File: src/rtl/tdm_pkg.sv
// Shared TDM voice-mixer definitions: default geometry, FSM state encoding, clog2 helper.
// Latency: n/a (package).
// Backpressure: n/a (package).
package tdm_pkg;

  localparam int TDM_NUM_VOICES = 8;
  localparam int TDM_CHANBITS   = 3;
  localparam int TDM_D_W        = 16;

  typedef enum logic {
    SYNC  = 1'b0,
    ACCUM = 1'b1
  } tdm_state_t;

  // Bounded loop so the same function serves elaboration and combinational use.
  function automatic int clog2(input int value);
    int r;
    r = 0;
    for (int i = 0; i < 31; i++) begin
      if ((1 << i) < value) r = i + 1;
    end
    return r;
  endfunction

endpackage

File: src/rtl/tdm_mix_normaliser.sv
// Frame-sum normaliser: fixed >>CHANBITS, or >>clog2(count) with TDM_MIX_DYN_NORM_EN.
// Latency: combinational.
// Backpressure: none; pure function of (sum, count).
module tdm_mix_normaliser
  import tdm_pkg::*;
#(
  parameter int CHANBITS = TDM_CHANBITS,
  parameter int D_W      = TDM_D_W,
  parameter int ACC_W    = D_W + CHANBITS
) (
  input  logic [ACC_W-1:0]  sum,
  input  logic [CHANBITS:0] count,
  output logic [D_W-1:0]    mix
);

`ifdef TDM_MIX_DYN_NORM_EN
  int shift_amt;

  assign shift_amt = clog2(int'(count));
  // count <= 2^shift_amt keeps the shifted sum within D_W bits.
  assign mix = (count == '0) ? '0 : D_W'(sum >> shift_amt);
`else
  logic unused_count;

  assign unused_count = ^count;
  assign mix          = D_W'(sum >> CHANBITS);
`endif

endmodule

File: src/rtl/tdm_voice_mixer.sv
// TDM voice mixer: sums one sample per slot over a frame, emits normalised mix (TDM_MIX_DYN_NORM_EN selects dynamic shift).
// Latency: 1 cycle from last slot to mix_valid; out-of-order slot pulses frame_err next cycle.
// Backpressure: none; slots are accepted whenever dsp_enable is high.
module tdm_voice_mixer
  import tdm_pkg::*;
#(
  parameter int NUM_VOICES = TDM_NUM_VOICES,
  parameter int CHANBITS   = TDM_CHANBITS,
  parameter int D_W        = TDM_D_W,
  parameter int ACC_W      = D_W + CHANBITS
) (
  input  logic                dsp_clk,
  input  logic                dsp_rst_n,
  input  logic                dsp_enable,
  input  logic [CHANBITS-1:0] chan_in,
  input  logic                chan_enabled_in,
  input  logic [D_W-1:0]      data_in,
  output logic [D_W-1:0]      mix_out,
  output logic                mix_valid,
  output logic [CHANBITS:0]   active_count,
  output logic                frame_err
);

  localparam logic [CHANBITS-1:0] LAST_CHAN = CHANBITS'(NUM_VOICES - 1);

  tdm_state_t          state;
  logic [ACC_W-1:0]    acc;
  logic [CHANBITS:0]   count;
  logic [CHANBITS-1:0] expected;

  logic [ACC_W-1:0]    sample_ext;
  logic [CHANBITS:0]   en_ext;
  logic [ACC_W-1:0]    sum_next;
  logic [CHANBITS:0]   cnt_next;
  logic [D_W-1:0]      mix_val;

  assign sample_ext = chan_enabled_in ? ACC_W'(data_in) : '0;
  assign en_ext     = {{CHANBITS{1'b0}}, chan_enabled_in};
  assign sum_next   = acc + sample_ext;
  assign cnt_next   = count + en_ext;

  // Normalised from the in-flight sum so the mix registers on the last slot itself.
  tdm_mix_normaliser #(
    .CHANBITS (CHANBITS),
    .D_W      (D_W),
    .ACC_W    (ACC_W)
  ) u_norm (
    .sum   (sum_next),
    .count (cnt_next),
    .mix   (mix_val)
  );

  always_ff @(posedge dsp_clk or negedge dsp_rst_n) begin
    if (!dsp_rst_n) begin
      state        <= SYNC;
      acc          <= '0;
      count        <= '0;
      expected     <= '0;
      mix_out      <= '0;
      mix_valid    <= 1'b0;
      active_count <= '0;
      frame_err    <= 1'b0;
    end else begin
      mix_valid <= 1'b0;
      frame_err <= 1'b0;
      if (dsp_enable) begin
        case (state)
          SYNC: begin
            if (chan_in == '0) begin
              acc      <= sample_ext;
              count    <= en_ext;
              expected <= CHANBITS'(1);
              state    <= ACCUM;
            end
          end
          ACCUM: begin
            if (chan_in == expected) begin
              if (chan_in == LAST_CHAN) begin
                mix_out      <= mix_val;
                mix_valid    <= 1'b1;
                active_count <= cnt_next;
                acc          <= '0;
                count        <= '0;
                state        <= SYNC;
              end else begin
                acc      <= sum_next;
                count    <= cnt_next;
                expected <= expected + CHANBITS'(1);
              end
            end else begin
              frame_err <= 1'b1;
              if (chan_in == '0) begin
                acc      <= sample_ext;
                count    <= en_ext;
                expected <= CHANBITS'(1);
              end else begin
                acc   <= '0;
                count <= '0;
                state <= SYNC;
              end
            end
          end
          default: state <= SYNC;
        endcase
      end
    end
  end

endmodule

File: config.mk
export PLATFORM = sky130hd
export DESIGN_NAME = tdm_voice_mixer
export DESIGN_NICKNAME = d
export VERILOG_FILES = /design/src/rtl/tdm_pkg.sv /design/src/rtl/tdm_mix_normaliser.sv /design/src/rtl/tdm_voice_mixer.sv
export SDC_FILE = /design/constraint.sdc
export NUM_CORES = 1
export LEC_CHECK = 0
export BUFFER_PORTS_ARGS = -buffer_cell sky130_fd_sc_hd__buf_2
export CAP_MARGIN = 20
export CORE_UTILIZATION = 58
export DETAILED_ROUTE_END_ITERATION = 10
export GPL_ROUTABILITY_DRIVEN = 1
export PLACE_DENSITY = 0.8
export SLEW_MARGIN = 20
export SYNTH_ARGS = -nofsm -noshare
export SYNTH_HDL_FRONTEND = slang
export SYNTH_SLANG_ARGS = --single-unit
File: constraint.sdc
create_clock -name dsp_clk -period 2.6 [get_ports dsp_clk]
set_input_delay 0.13 -clock dsp_clk [delete_from_list [all_inputs] [get_ports dsp_clk]]
set_output_delay 0.13 -clock dsp_clk [all_outputs]
set_load 0.1 [all_outputs]
==> impl_metrics.tcl <==
set metrics [dict create \
    run_status "complete, no violations" \
    most_common_cell_after_layout_fill_and_taps_aside "sky130_fd_sc_hd__nand2_1" \
    tritoncts "yes" \
    period_minus_slack_ns 2.397 \
    timing.hold.worst.class "in -> reg" \
    power-per-cell-area_mw_per_mm2 661.2 \
    timing.final.max_slew_violations 0 \
    clock_tree.root_cell "sky130_fd_sc_hd__clkbuf_8" \
    whs_path_depth 2 \
    critical_path_class "reg -> reg" \
    report.power.total_uw 2429 \
    async_reset_ff_share_pct 100.0 \
    syn_avg_cell_area_um2 8.755 \
    design.core.area_mm2 0.005270 \
    max-cap-violations 0 \
    die-width_um 77.14 \
    worst-r2r-cell-count 8 \
    mostFrequentLayoutCells "sky130_fd_sc_hd__nand2_1 (64), sky130_fd_sc_hd__dfrtp_1 (49), sky130_fd_sc_hd__buf_2 (44)" \
    timing.fmax_mhz 417.3 \
    pin_count 45 \
    wl_per_cell_um 15.89 \
    post_cts.resized_instances 0 \
    critical_path.endpoint_type "register" \
    chipHeight_um 77.14 \
    wirelength_mm 7.736 \
    drt-initial-drc-count 177 \
    cp_cell_sequence "ha_1 -> fa_1 -> a211oi_1 -> o211ai_2 -> nand2_1 -> o21ai_0 -> a211oi_1 -> o21ai_1" \
    final_hold_viol_count 0 \
    count_of_unique_library_cells_instantiated_by_yosys 61 \
    synth-seq-cells 49 \
    worstPathMaxFanout 4 \
    portBuffers 44 \
    wp_data_required_ns 2.79 \
    irDropWorstVdd_mv 0.3549 \
    drtPass1Iterations 4 \
    grt_pass1_vias 2845 \
    yosys_warnings 0 \
    timing.final.setup_violations 0 \
    fp_rows 26 \
    clk_latency_ns 0.31 \
    maxSlewHeadroom_pct 58.03 \
    fin_tns_setup_ns 0 \
    final.hold.worst_slack_ns 0.09356 \
    antenna_found_initial 0 \
    synth_sequential_area_ratio_pct 37.45 \
    synth_top_family_by_area "compound AO/OA/AOI/OAI gates" \
    antenna_left 0 \
    layout.nets 459 \
    antenna_fix_cells 0 \
    die_area_mm2 0.005950 \
    worst_ep_arrival_time_ns 2.59 \
    yosys_most_used_dff "sky130_fd_sc_hd__dfrtp_1" \
    globalRouteOverflowTotal 0 \
    grt_max_degree 30 \
    synthSimpleGateAreaFrac_pct 21.32 \
    gpl.final_weighted_congestion 0.9418 \
    finalCritPeriodShare_pct 92.17 \
    timing.critical_path.from_type "register" \
    area_growth_pct 12.19 \
    worst_path_max_delay_cell "sky130_fd_sc_hd__fa_1" \
    dr_total_vias 2854 \
    total_leakage_power_uw 0.001763 \
    timing.critical_path.mode_cell "sky130_fd_sc_hd__a211oi_1" \
    cts.clk_slew.worst_paths_ns 0.09 \
    netlist_instances 374 \
    timing_worst_slew_pin_value_ns 0.6280 \
    post_route_cells_drive_above_1_share_pct 18.23 \
    finalClockSkew_ns 0.009853 \
    grt_pass1_wl_mm 13.45 \
    grt_util_all_layers_pct 28.58 \
    grt_setup_unrepaired "false" \
    synth_xor_area_share_pct 4.815 \
    synth_cell_area_mm2 0.003274 \
    multiplexer_share_of_the_synthesized_area_pct 1.949 \
    cpPeakStageDelay_ns 0.44 \
    viasPerCell 5.860 \
    drc 0 \
    h-tree-depth 2 \
    sink_count_of_the_clock_tree 49 \
    cts_buffers 5 \
    mappedNetlistNets 417 \
    synth_compound_area_share_pct 23.50 \
    place_hpwl_mm 5.896 \
    post_synth_fa_ha_maj_area_fraction_pct 7.872 \
    floorplan.initialDensity_pct 62.13 \
    clock_tree.buffer_depth 2 \
    edff_count_synth 0 \
]
## Yosys cell counts, types with 7 or more instances
cell	count	share of area (%)
sky130_fd_sc_hd__nand2_1	64	7.3
sky130_fd_sc_hd__clkbuf_1	8	0.92
sky130_fd_sc_hd__dfrtp_1	49	37
sky130_fd_sc_hd__and2_1	16	3.1
sky130_fd_sc_hd__nand3_1	12	1.8
sky130_fd_sc_hd__a21oi_1	24	3.7
sky130_fd_sc_hd__ha_1	19	7.3
sky130_fd_sc_hd__a221oi_1	7	1.9
sky130_fd_sc_hd__o21ai_1	19	2.9
sky130_fd_sc_hd__xnor2_1	12	3.2
sky130_fd_sc_hd__o21ai_0	20	3.1
sky130_fd_sc_hd__nor2_1	29	3.3
## flip-flops by register name (all words and copies together), names as in the netlist
signal        cells
acc              19
active_count      4
count             4
expected          3
frame_err         1
mix_out          16
mix_valid         1
state             1
## cell families (layout without fill, tap and decap cells)
family | Yosys count | after routing
AOI/OAI and AO/OA | 112 | 112
xor gates and xnor gates | 18 | 18
buffers and inverters | 22 | 65
muxes | 6 | 6
and+or+nand+nor | 147 | 147
DFF | 49 | 49
adders and majority gates | 20 | 20
## metrics by stage
step                      utilization [%]  instances  setup slack [ns]  instance area, µm²
after floorplan                         -        374            0.4592                3274
after global placement              67.33        478            0.2596                3548
after detailed placement            67.33        478            0.1559                3548
after CTS                           69.71        487            0.2169                3674
after global routing                69.71        487           0.07022                3674
final                               69.71        487            0.2035                3674
## path summary, 6_finish.rpt
kind,startpoint,end,slack [ns]
worst max-delay path,acc[0],acc[14],0.20
worst min-delay path,dsp_enable,state,0.09
worst max register to register,acc[0],acc[14],0.20
worst min register to register,mix_out[6],mix_out[6],0.48
max in group asynchronous,dsp_rst_n,mix_out[8],1.56
min in group asynchronous,dsp_rst_n,mix_out[5],0.31
## final cells by class
type	count	area, µm²
clock inverters	3	46.29
well taps	70	87.58
fillers	460	1597
clock buffers	5	68.82
inverters	6	22.52
multi-input cells	303	1947
repair buffers	51	275.3
flip-flops and latches	49	1226
## routing by layer
layer,track usage [%],vias up,wire length (µm)
met3,4.167,10,477
met5,0,-,0
met2,45.75,83,3613
li1,-,1424,-
met1,39.74,1337,3508
met4,9.057,0,136
## critical path: cells and delay by family, from the launching register on
| family | cells | cell delay, ns |
|---|---|---|
| AOI/OAI and AO/OA | 5 | 0.99 |
| DFF | 1 | 0.39 |
| and+or+nand+nor | 1 | 0.20 |
| adders and majority gates | 2 | 0.69 |
## repair_timing
item | 4_1_cts | 5_1_grt
hold endpoints to repair | 20 | 0
setup buffers | 0 | 0
hold buffers | 1 | 0
## power by group
group          switching [µW]  internal (µW)  total, µW
Clock                     265            288        553
Sequential               73.0            857        930
Combinational             622            324        946
Total                     961           1470       2430
No activity file was read; power rests on OpenSTA's default activity.
